$ cat src/rtl/sdram_init_refresh_ctrl_if.sv
// SDRAM command bus plus the refresh request/acknowledge handshake
// shared between the init/refresh sequencer and the access FSM side.
interface sdram_init_refresh_ctrl_if;
  logic        cs_n;
  logic        ras_n;
  logic        cas_n;
  logic        we_n;
  logic [12:0] sd_addr;
  logic [1:0]  sd_ba;
  logic        cmd_own;
  logic        init_done;
  logic        ref_req;
  logic        ref_ack;
  logic        ref_err;

  modport master (
    output cs_n, ras_n, cas_n, we_n, sd_addr, sd_ba,
    output cmd_own, init_done, ref_req, ref_err,
    input  ref_ack
  );

  modport slave (
    input  cs_n, ras_n, cas_n, we_n, sd_addr, sd_ba,
    input  cmd_own, init_done, ref_req, ref_err,
    output ref_ack
  );
endinterface

$ cat src/rtl/sdram_init_refresh_ctrl.sv
// SDRAM power-up sequencer and periodic AUTO REFRESH scheduler; owns the
// command bus during init and refresh, hands it to the access FSM otherwise.
module sdram_init_refresh_ctrl #(
  parameter int          INIT_CYCLES  = 5000,
  parameter int          TRP          = 2,
  parameter int          TRFC         = 4,
  parameter int          TMRD         = 2,
  parameter int          REF_INTERVAL = 780,
  parameter logic [12:0] MODE_VAL     = 13'h0033
) (
  input logic                       clk,
  input logic                       reset_n,
  sdram_init_refresh_ctrl_if.master bus
);

  localparam int MAX_AB   = (INIT_CYCLES > TRP) ? INIT_CYCLES : TRP;
  localparam int MAX_CD   = (TRFC > TMRD) ? TRFC : TMRD;
  localparam int MAX_WAIT = (MAX_AB > MAX_CD) ? MAX_AB : MAX_CD;
  localparam int CNT_W    = $clog2(MAX_WAIT + 1);
  localparam int TMR_W    = $clog2(REF_INTERVAL + 1);

  localparam logic [3:0] CMD_INHIBIT = 4'b1111;
  localparam logic [3:0] CMD_NOP     = 4'b0111;
  localparam logic [3:0] CMD_PRE     = 4'b0010;
  localparam logic [3:0] CMD_REF     = 4'b0001;
  localparam logic [3:0] CMD_MRS     = 4'b0000;

  typedef enum logic [3:0] {
    WAIT, I_PRE, I_TRP, I_REF1, I_RFC1, I_REF2, I_RFC2, I_MRS, I_MRD,
    IDLE, R_PRE, R_TRP, R_REF, R_RFC
  } state_t;

  state_t             state;
  state_t             next_state;
  logic [CNT_W-1:0]   wait_cnt;
  logic [CNT_W-1:0]   wait_len;
  logic               wait_last;
  logic [TMR_W-1:0]   timer;
  logic               timer_run;
  logic               wrap;
  logic               dec;
  logic [1:0]         backlog;
  logic [1:0]         backlog_d;
  logic [3:0]         cmd_d;
  logic [12:0]        addr_d;
  logic [3:0]         cmd_q;
  logic [12:0]        addr_q;
  logic [1:0]         ba_q;
  logic               own_q;
  logic               done_q;
  logic               req_q;
  logic               err_q;

  always_comb begin
    wait_len = CNT_W'(1);
    case (state)
      WAIT:                   wait_len = CNT_W'(INIT_CYCLES);
      I_TRP, R_TRP:           wait_len = CNT_W'(TRP);
      I_RFC1, I_RFC2, R_RFC:  wait_len = CNT_W'(TRFC);
      I_MRD:                  wait_len = CNT_W'(TMRD);
      default:                wait_len = CNT_W'(1);
    endcase
  end

  assign wait_last = (wait_cnt == wait_len - CNT_W'(1));

  always_ff @(posedge clk) begin
    if (!reset_n) begin
      state <= WAIT;
    end else begin
      state <= next_state;
    end
  end

  // Handshake uses the registered ref_req, i.e. what the access FSM actually saw.
  always_comb begin
    next_state = state;
    case (state)
      WAIT:    if (wait_last) next_state = I_PRE;
      I_PRE:   next_state = I_TRP;
      I_TRP:   if (wait_last) next_state = I_REF1;
      I_REF1:  next_state = I_RFC1;
      I_RFC1:  if (wait_last) next_state = I_REF2;
      I_REF2:  next_state = I_RFC2;
      I_RFC2:  if (wait_last) next_state = I_MRS;
      I_MRS:   next_state = I_MRD;
      I_MRD:   if (wait_last) next_state = IDLE;
      IDLE:    if (req_q && bus.ref_ack) next_state = R_PRE;
      R_PRE:   next_state = R_TRP;
      R_TRP:   if (wait_last) next_state = R_REF;
      R_REF:   next_state = R_RFC;
      R_RFC:   if (wait_last) next_state = IDLE;
      default: next_state = WAIT;
    endcase
  end

  // Reset counts as entry into WAIT, so the counter restarts on every state change.
  always_ff @(posedge clk) begin
    if (!reset_n) begin
      wait_cnt <= '0;
    end else if (next_state != state || state == IDLE) begin
      wait_cnt <= '0;
    end else begin
      wait_cnt <= wait_cnt + CNT_W'(1);
    end
  end

  assign timer_run = (state inside {IDLE, R_PRE, R_TRP, R_REF, R_RFC});
  assign wrap      = timer_run && (timer == TMR_W'(REF_INTERVAL - 1));
  assign dec       = (state == R_REF);

  always_ff @(posedge clk) begin
    if (!reset_n) begin
      timer <= '0;
    end else if (timer_run) begin
      timer <= wrap ? '0 : timer + TMR_W'(1);
    end
  end

  always_comb begin
    backlog_d = backlog;
    if (wrap && !dec) begin
      if (backlog != 2'd3) backlog_d = backlog + 2'd1;
    end else if (dec && !wrap) begin
      if (backlog != 2'd0) backlog_d = backlog - 2'd1;
    end
  end

  always_ff @(posedge clk) begin
    if (!reset_n) begin
      backlog <= 2'd0;
      err_q   <= 1'b0;
    end else begin
      backlog <= backlog_d;
      err_q   <= err_q | (wrap && backlog == 2'd3);
    end
  end

  always_comb begin
    cmd_d  = CMD_NOP;
    addr_d = 13'd0;
    case (state)
      I_PRE, R_PRE: begin
        cmd_d  = CMD_PRE;
        addr_d = 13'h0400;
      end
      I_REF1, I_REF2, R_REF: cmd_d = CMD_REF;
      I_MRS: begin
        cmd_d  = CMD_MRS;
        addr_d = MODE_VAL;
      end
      default: begin
        cmd_d  = CMD_NOP;
        addr_d = 13'd0;
      end
    endcase
  end

  // Every bus-visible output is one register stage behind the state.
  always_ff @(posedge clk) begin
    if (!reset_n) begin
      cmd_q  <= CMD_INHIBIT;
      addr_q <= 13'd0;
      ba_q   <= 2'd0;
      own_q  <= 1'b1;
      done_q <= 1'b0;
      req_q  <= 1'b0;
    end else begin
      cmd_q  <= cmd_d;
      addr_q <= addr_d;
      ba_q   <= 2'd0;
      own_q  <= (state != IDLE);
      done_q <= done_q | (state == IDLE);
      req_q  <= (state == IDLE) && (backlog != 2'd0);
    end
  end

  assign bus.cs_n      = cmd_q[3];
  assign bus.ras_n     = cmd_q[2];
  assign bus.cas_n     = cmd_q[1];
  assign bus.we_n      = cmd_q[0];
  assign bus.sd_addr   = addr_q;
  assign bus.sd_ba     = ba_q;
  assign bus.cmd_own   = own_q;
  assign bus.init_done = done_q;
  assign bus.ref_req   = req_q;
  assign bus.ref_err   = err_q;

endmodule

$ cat src/flat_wrapper.sv
// flat-port wrapper written by rule: the top's interface ports become plain ports
module sdram_init_refresh_ctrl_flat 
#(
  parameter int          INIT_CYCLES  = 5000,
  parameter int          TRP          = 2,
  parameter int          TRFC         = 4,
  parameter int          TMRD         = 2,
  parameter int          REF_INTERVAL = 780,
  parameter logic [12:0] MODE_VAL     = 13'h0033
)
  (clk, reset_n, bus_cs_n, bus_ras_n, bus_cas_n, bus_we_n, bus_sd_addr, bus_sd_ba, bus_cmd_own, bus_init_done, bus_ref_req, bus_ref_err, bus_ref_ack);
  sdram_init_refresh_ctrl_if bus_i ();
  input logic clk;
  input logic reset_n;
  output wire logic [$bits(bus_i.cs_n)-1:0] bus_cs_n;
  output wire logic [$bits(bus_i.ras_n)-1:0] bus_ras_n;
  output wire logic [$bits(bus_i.cas_n)-1:0] bus_cas_n;
  output wire logic [$bits(bus_i.we_n)-1:0] bus_we_n;
  output wire logic [$bits(bus_i.sd_addr)-1:0] bus_sd_addr;
  output wire logic [$bits(bus_i.sd_ba)-1:0] bus_sd_ba;
  output wire logic [$bits(bus_i.cmd_own)-1:0] bus_cmd_own;
  output wire logic [$bits(bus_i.init_done)-1:0] bus_init_done;
  output wire logic [$bits(bus_i.ref_req)-1:0] bus_ref_req;
  output wire logic [$bits(bus_i.ref_err)-1:0] bus_ref_err;
  input wire logic [$bits(bus_i.ref_ack)-1:0] bus_ref_ack;
  assign bus_cs_n = bus_i.cs_n;
  assign bus_ras_n = bus_i.ras_n;
  assign bus_cas_n = bus_i.cas_n;
  assign bus_we_n = bus_i.we_n;
  assign bus_sd_addr = bus_i.sd_addr;
  assign bus_sd_ba = bus_i.sd_ba;
  assign bus_cmd_own = bus_i.cmd_own;
  assign bus_init_done = bus_i.init_done;
  assign bus_ref_req = bus_i.ref_req;
  assign bus_ref_err = bus_i.ref_err;
  assign bus_i.ref_ack = bus_ref_ack;
  sdram_init_refresh_ctrl #(.INIT_CYCLES(INIT_CYCLES), .TRP(TRP), .TRFC(TRFC), .TMRD(TMRD), .REF_INTERVAL(REF_INTERVAL), .MODE_VAL(MODE_VAL)) u_core (.clk(clk), .reset_n(reset_n), .bus(bus_i));
endmodule
$ cat config.mk
export PLATFORM = sky130hd
export DESIGN_NAME = sdram_init_refresh_ctrl_flat
export DESIGN_NICKNAME = d
export VERILOG_FILES = /design/src/rtl/sdram_init_refresh_ctrl_if.sv /design/src/rtl/sdram_init_refresh_ctrl.sv /design/src/flat_wrapper.sv
export SDC_FILE = /design/constraint.sdc
export NUM_CORES = 1
export LEC_CHECK = 0
export CAP_MARGIN = 20
export CORE_MARGIN = 3
export CORE_UTILIZATION = 40
export CTS_CLUSTER_DIAMETER = 80
export DETAILED_ROUTE_END_ITERATION = 7
export PLACE_DENSITY_LB_ADDON = 0.1
export SLEW_MARGIN = 20
export SYNTH_ARGS = -nofsm -noshare
export SYNTH_HDL_FRONTEND = slang
export SYNTH_SLANG_ARGS = --single-unit
$ cat constraint.sdc
create_clock -name clk -period 5 [get_ports clk]
set_input_delay 1 -clock clk [delete_from_list [all_inputs] [get_ports clk]]
set_output_delay 1 -clock clk [all_outputs]
set_load 0.005 [all_outputs]
* After elaboration in Yosys (flattened, before gate mapping)
Index checks and enable logic that the tools add are counted.
Widths: inputs -> output; s select.
** Word-level totals
- Bits in registers :: 50
- Bits of input ports :: 3
- Output and inout port bits :: 23
- Logic and storage cells :: 75
** Operators by class
- Add/subtract/negate cells :: 5
- Equality and inequality tests :: 20
- Muxes and demuxes :: 16
- Bitwise logic cells :: 3
- Reduce and logical (&&, ||, !) cells :: 21
** Operators by type and width (count)
- $pmux 4 s13 :: 1
- $pmux 13 s3 :: 1
- $mux 4 :: 7
- $eq 4x4->1 const B :: 6
- $pmux 11 s2 :: 1
- $eq 4x3->1 const B :: 4
- $add 13x1->13 const B :: 1
- $eq 13x13->1 :: 1
- $sub 13x1->13 const B :: 1
- $add 10x1->10 const B :: 1
- $eq 10x10->1 const B :: 1
- $mux 10 :: 1
- $pmux 3 s3 :: 1
- $reduce_or 3->1 :: 3
- $eq 4x2->1 const B :: 2
- $mux 2 :: 4
- $logic_and 1x1->1 :: 6
- $reduce_bool 2->1 :: 3
- $reduce_or 2->1 :: 3
- $reduce_bool 5->1 :: 1
- $eq 4x1->1 const B :: 1
- $logic_not 4->1 :: 1
- $ne 2x2->1 const B :: 2
- $ne 4x4->1 :: 1
- 9 further kinds :: 11

* Longest topological paths before layout
- Depth after elaboration :: 10
- Mapped depth :: 7
- Gate-level depth less buffers :: 6

* Worst setup path after synthesis
OpenSTA, ideal clock, no wires.
- Path kind :: input to register
- From :: input port bus_ref_ack
- To :: register u_core.wait_cnt[2]
- Library setup time :: 0.086 ns
- Arrival time :: 1.901 ns
- Data required time :: 4.914 ns
- Slack :: 3.014 ns
- Stages on the path :: 5
- Buffers on the path :: 0
- Cell sequence :: a21boi_0 -> o21ai_0 -> a21oi_1 -> o32ai_1 -> a211oi_1
** On the way
- Longest elaborated chain between the ends :: 6
** RTL lines
- start, declared :: line flat_wrapper.sv:25 : input wire logic [$bits(bus_i.ref_ack)-1:0] bus_ref_ack;
- $logic_and 1x1->1 :: line sdram_init_refresh_ctrl.sv:88 : IDLE: if (req_q && bus.ref_ack) next_state = R_PRE;
- $mux 4 :: line sdram_init_refresh_ctrl.sv:88
- $pmux 4 s13 :: line sdram_init_refresh_ctrl.sv:78 : case (state)
- $ne 4x4->1 :: line sdram_init_refresh_ctrl.sv:101 : end else if (next_state != state || state == IDLE) begin
- $logic_or 1x1->1 :: line sdram_init_refresh_ctrl.sv:101
- $reduce_or 2->1 (no source line)
- end signal, assigned :: line sdram_init_refresh_ctrl.sv:104 : wait_cnt <= wait_cnt + CNT_W'(1);
- end, declared :: line sdram_init_refresh_ctrl.sv:35 : logic [CNT_W-1:0] wait_cnt;
Every way passes these cells.
A chain may end at the register's enable or synchronous reset.

* Final worst setup path
- From :: register u_core.state[2]
- To :: register u_core.wait_cnt[5]
** On the way
- Longest elaborated chain between the ends :: 10
- Elaborated cells between the ends (all ways) :: 31
- Those cells by class :: add/sub: 1; eq/ne: 15; mux: 9; reduce/logical: 6
** RTL lines
- start, declared :: line sdram_init_refresh_ctrl.sv:33 : state_t state;
- start signal, assigned :: line sdram_init_refresh_ctrl.sv:71 : state <= next_state;
- $eq 4x2->1, or another cell as far along :: line sdram_init_refresh_ctrl.sv:56, sdram_init_refresh_ctrl.sv:78
- $reduce_or 3->1, on equally long branches
- $pmux 13 s3 :: line sdram_init_refresh_ctrl.sv:56 : case (state)
- $sub 13x1->13 :: line sdram_init_refresh_ctrl.sv:65 : assign wait_last = (wait_cnt == wait_len - CNT_W'(1));
- $eq 13x13->1 :: line sdram_init_refresh_ctrl.sv:65
- $mux 4, or another cell as far along :: line sdram_init_refresh_ctrl.sv:87, sdram_init_refresh_ctrl.sv:92
- $pmux 4 s13 :: line sdram_init_refresh_ctrl.sv:78
- $ne 4x4->1 :: line sdram_init_refresh_ctrl.sv:101
- $logic_or 1x1->1 * :: line sdram_init_refresh_ctrl.sv:101
- $reduce_or 2->1 (no source line) *
Mark *: on every way between the ends. The rest lies on a longest branch, timed or not.

==> results.py <==
metrics = {
    "status": {
        "status": "completed",
    },
    "timing": {
        "fmax_mhz": 406.6,
        "whs_ps": 475.1,
        "hold_viol_final": 0,
        "timing.slew.headroom_pct": 49.62,
        "rsz0062_at_grt": "false",
        "min_period_ps": 2460,
        "timing.final.crit_share_pct": 49.19,
        "worst_pin_slew_ps": 751.6,
        "fin_ws_ps": 2540,
        "report.final.setup_viol": 0,
        "skew_ps": 4.626,
        "setup_tns_ps": 0,
        "finalMaxSlewViolations": 0,
    },
    "worst_hold_path": {
        "hold_path.class": "reg -> reg",
    },
    "pwr": {
        "internal-power_mw": 0.4445,
        "combinationalPowerShare_pct": 3.2,
        "switching_share_pct": 21.31,
        "leakagePower_nw": 0.7294,
        "irDropWorstVdd_uv": 158.7,
        "p_seq_share_pct": 56.0,
        "p_switching_mw": 0.1204,
        "power_density_nw_per_um2": 247.7,
        "p_clk_share_pct": 40.9,
    },
    "yosys": {
        "ys_warn_count": 0,
        "ys_ff_latch": 39,
        "synth_top_cell_area_share_pct": 37.61,
        "ys_async_sr_fraction_pct": 0,
        "ys_seq_area_share_pct": 37.61,
        "synth_area_leaders": "dfxtp_1, nor2_1, xor2_1",
        "synth_area_leader_cell": "dfxtp_1",
        "syn_inst": 250,
        "syn_avg_cell_area_sq_um": 8.303,
        "synthesis.area_sq_um": 2076,
        "synth-edff-count": 0,
        "ys_types": 49,
        "synth_ff_type": "dfxtp_1",
    },
    "worst_setup_path": {
        "critPathTopFamily": "simple AND/OR/NAND/NOR gates",
        "endpoint_kind": "register",
        "start_kind": "register",
        "worstSetupPathType": "reg -> reg",
        "cp.required_ps": 5130,
        "cp.arrival_ps": 2590,
        "path_max_fanout": 20,
        "worstPathCellList": "nand2_1, o32ai_1, xor2_1, nor3_2, a211oi_1",
        "critPathSlowestCell": "dfxtp_1",
        "slowest_delay_ps": 790,
        "critPathBufInv": 0,
    },
    "job": {
        "cap_viol_max_count": 0,
    },
    "route": {
        "viasPerCell": 5.175,
        "drc": 0,
        "drtIter0Drc": 114,
        "wirelength_microns": 4077,
        "highest_layer": "met4",
        "drt.antenna.violating_nets": 0,
        "wl_met2_microns": 1867,
        "met3_length_microns": 147,
        "num_vias": 1682,
        "drtPass1Iterations": 7,
        "wl_per_cell_microns": 12.54,
        "wl_met1_microns": 2019,
    },
    "layout": {
        "final_cells": 325,
        "fill_cells": 511,
        "drive_above_1_share_pct": 6.589,
        "fin_nets": 262,
        "area_delta_synth_final_pct": 9.886,
        "antennaDiodeCount": 0,
    },
    "global_routing": {
        "gr-usage-all-layers_pct": 14.20,
        "grt_pass1_vias": 1514,
        "grt_overflow_total": 0,
        "antenna_found_initial": 0,
        "grt_max_degree": 21,
        "grt_pass1_wl_microns": 7017,
    },
    "clock_tree": {
        "cts_resized": 0,
        "clkTransAtPathRegs_ps": 70,
        "cts-root-buf": "clkbuf_8",
        "cts_hold_buf": 0,
        "cts_tree": "done",
        "cts_htree_levels": 2,
        "clock_latency_ps": 280,
        "cts.sinks": 39,
        "clock_path_buffers": 2,
        "post_cts_buffers": 0,
        "cts_made_buffers": 5,
    },
    "place": {
        "io_buffers": 15,
        "place.gp.congestion": 0.8217,
        "post-place-ws_ps": 2342,
        "place_inst": 317,
        "hpwl_microns": 2910,
    },
    "floorplanning": {
        "io-pin-count": 26,
        "initial_core_util_pct": 42.54,
        "rows": 25,
        "core_sq_um": 4880,
        "die_w_microns": 78.04,
        "die_y_microns": 78.04,
        "die-area_sq_um": 6089,
    },
}
-- cells by family (layout without fill, tap and decap cells) --
family	after synthesis	in the layout	synth area share, %
DFF	39	39	37.61
xor gates and xnor gates	23	23	9.704
adders and majority gates	2	2	1.205
buffers and inverters	29	28	8.740
other	1	10	0.1807
AOI/OAI and AO/OA	45	45	15.31
and+or+nand+nor	111	111	27.24
-- cells in the mapped netlist, types with 2 or more instances --
master and count:
nor4_1 4, or2_2 2, buf_6 3, inv_1 4, nor2_1 37, nor2b_1 2
or4_1 3, clkbuf_1 7, and2_1 2, nand2b_1 3, xnor2_1 10, a211oi_1 11
ha_1 2, nand4_1 4, nor3_2 2, o32ai_1 2, or3_1 2, o21ai_0 8
xor2_1 13, o311ai_0 2, o21a_1 2, and3_1 2, nor3_1 5, a21oi_1 8
buf_4 13, nand3_1 10, nor4b_1 3, dfxtp_1 39, nand2_1 25
-- path summary, 6_finish.rpt --
path                                                       from                               to  slack [ps]  cells after the start
worst min-delay path            u_core.bus.init_done$_SDFF_PN0_  u_core.bus.init_done$_SDFF_PN0_         480                      2
worst max-delay path                 u_core.state[2]$_SDFF_PN0_    u_core.wait_cnt[5]$_SDFF_PP0_        2540                      5
worst min register to register  u_core.bus.init_done$_SDFF_PN0_  u_core.bus.init_done$_SDFF_PN0_         480                      2
worst max register to register       u_core.state[2]$_SDFF_PN0_    u_core.wait_cnt[5]$_SDFF_PP0_        2540                      5
-- registers in the layout, indices dropped and copies added (netlist names) --
signal	cells
u_core.state	4
u_core.wait_cnt	13
u_core.bus.init_done	1
u_core.bus.sd_addr	2
u_core.cmd_q	4
u_core.bus.cmd_own	1
u_core.bus.ref_req	1
u_core.timer	10
u_core.bus.ref_err	1
u_core.backlog	2
-- stage by stage --
step	cell area, sq um	power [mW]	utilization, %
2_1_floorplan	2110	0.3409	-
3_3_place_gp	2181	0.3415	44.69
3_5_place_dp	2181	0.3413	44.69
4_1_cts	2281	0.5741	46.74
5_1_grt	2281	0.5890	46.74
6_report	2281	0.5649	46.74
-- metal layers --
metal	GRT usage, %	up-vias
met5	0	-
met1	19.26	775
li1	-	870
met2	22.09	33
met4	4.720	0
met3	3.440	4
-- cell type report --
cell class | instances | area, sq um | share of cell area [%]
clock buffers | 8 | 100.1 | 4.388
inverters | 5 | 18.77 | 0.8228
multi-input cells | 191 | 1147 | 50.30
flip-flops and latches | 39 | 780.7 | 34.23
well taps | 67 | 83.83 | 3.675
repair buffers | 15 | 150.1 | 6.583
-- worst reg2reg max path, cell delays in order, from the launching register on --
cell and delay [ps]:
dfxtp_1 790, nand2_1 220, o32ai_1 230, xor2_1 230, nor3_2 660, a211oi_1 170
-- cells in the final DEF, fill, tap and decap left out, types with 5 or more instances in the layout --
master           netlist  routed
dfxtp_1               39      39
nor2_1                37      37
nand2_1               25      25
clkdlybuf4s50_1        0      15
xor2_1                13      13
a211oi_1              11      11
nand3_1               10      10
xnor2_1               10      10
conb_1                 1      10
a21oi_1                8       8
o21ai_0                8       8
clkbuf_8               0       7
nor3_1                 5       5
-- power groups by stage --
| stage | Clock [mW] | Sequential (mW) | Combinational (mW) |
|---|---|---|---|
| 2_1_floorplan | 0 | 0.322 | 0.0189 |
| 4_1_cts | 0.240 | 0.316 | 0.0178 |
| 3_5_place_dp | 0 | 0.323 | 0.0178 |
| 3_3_place_gp | 0 | 0.323 | 0.0182 |
| 5_1_grt | 0.252 | 0.317 | 0.0201 |
| 6_report | 0.231 | 0.316 | 0.0179 |
Power figures use the tool's default switching activity.
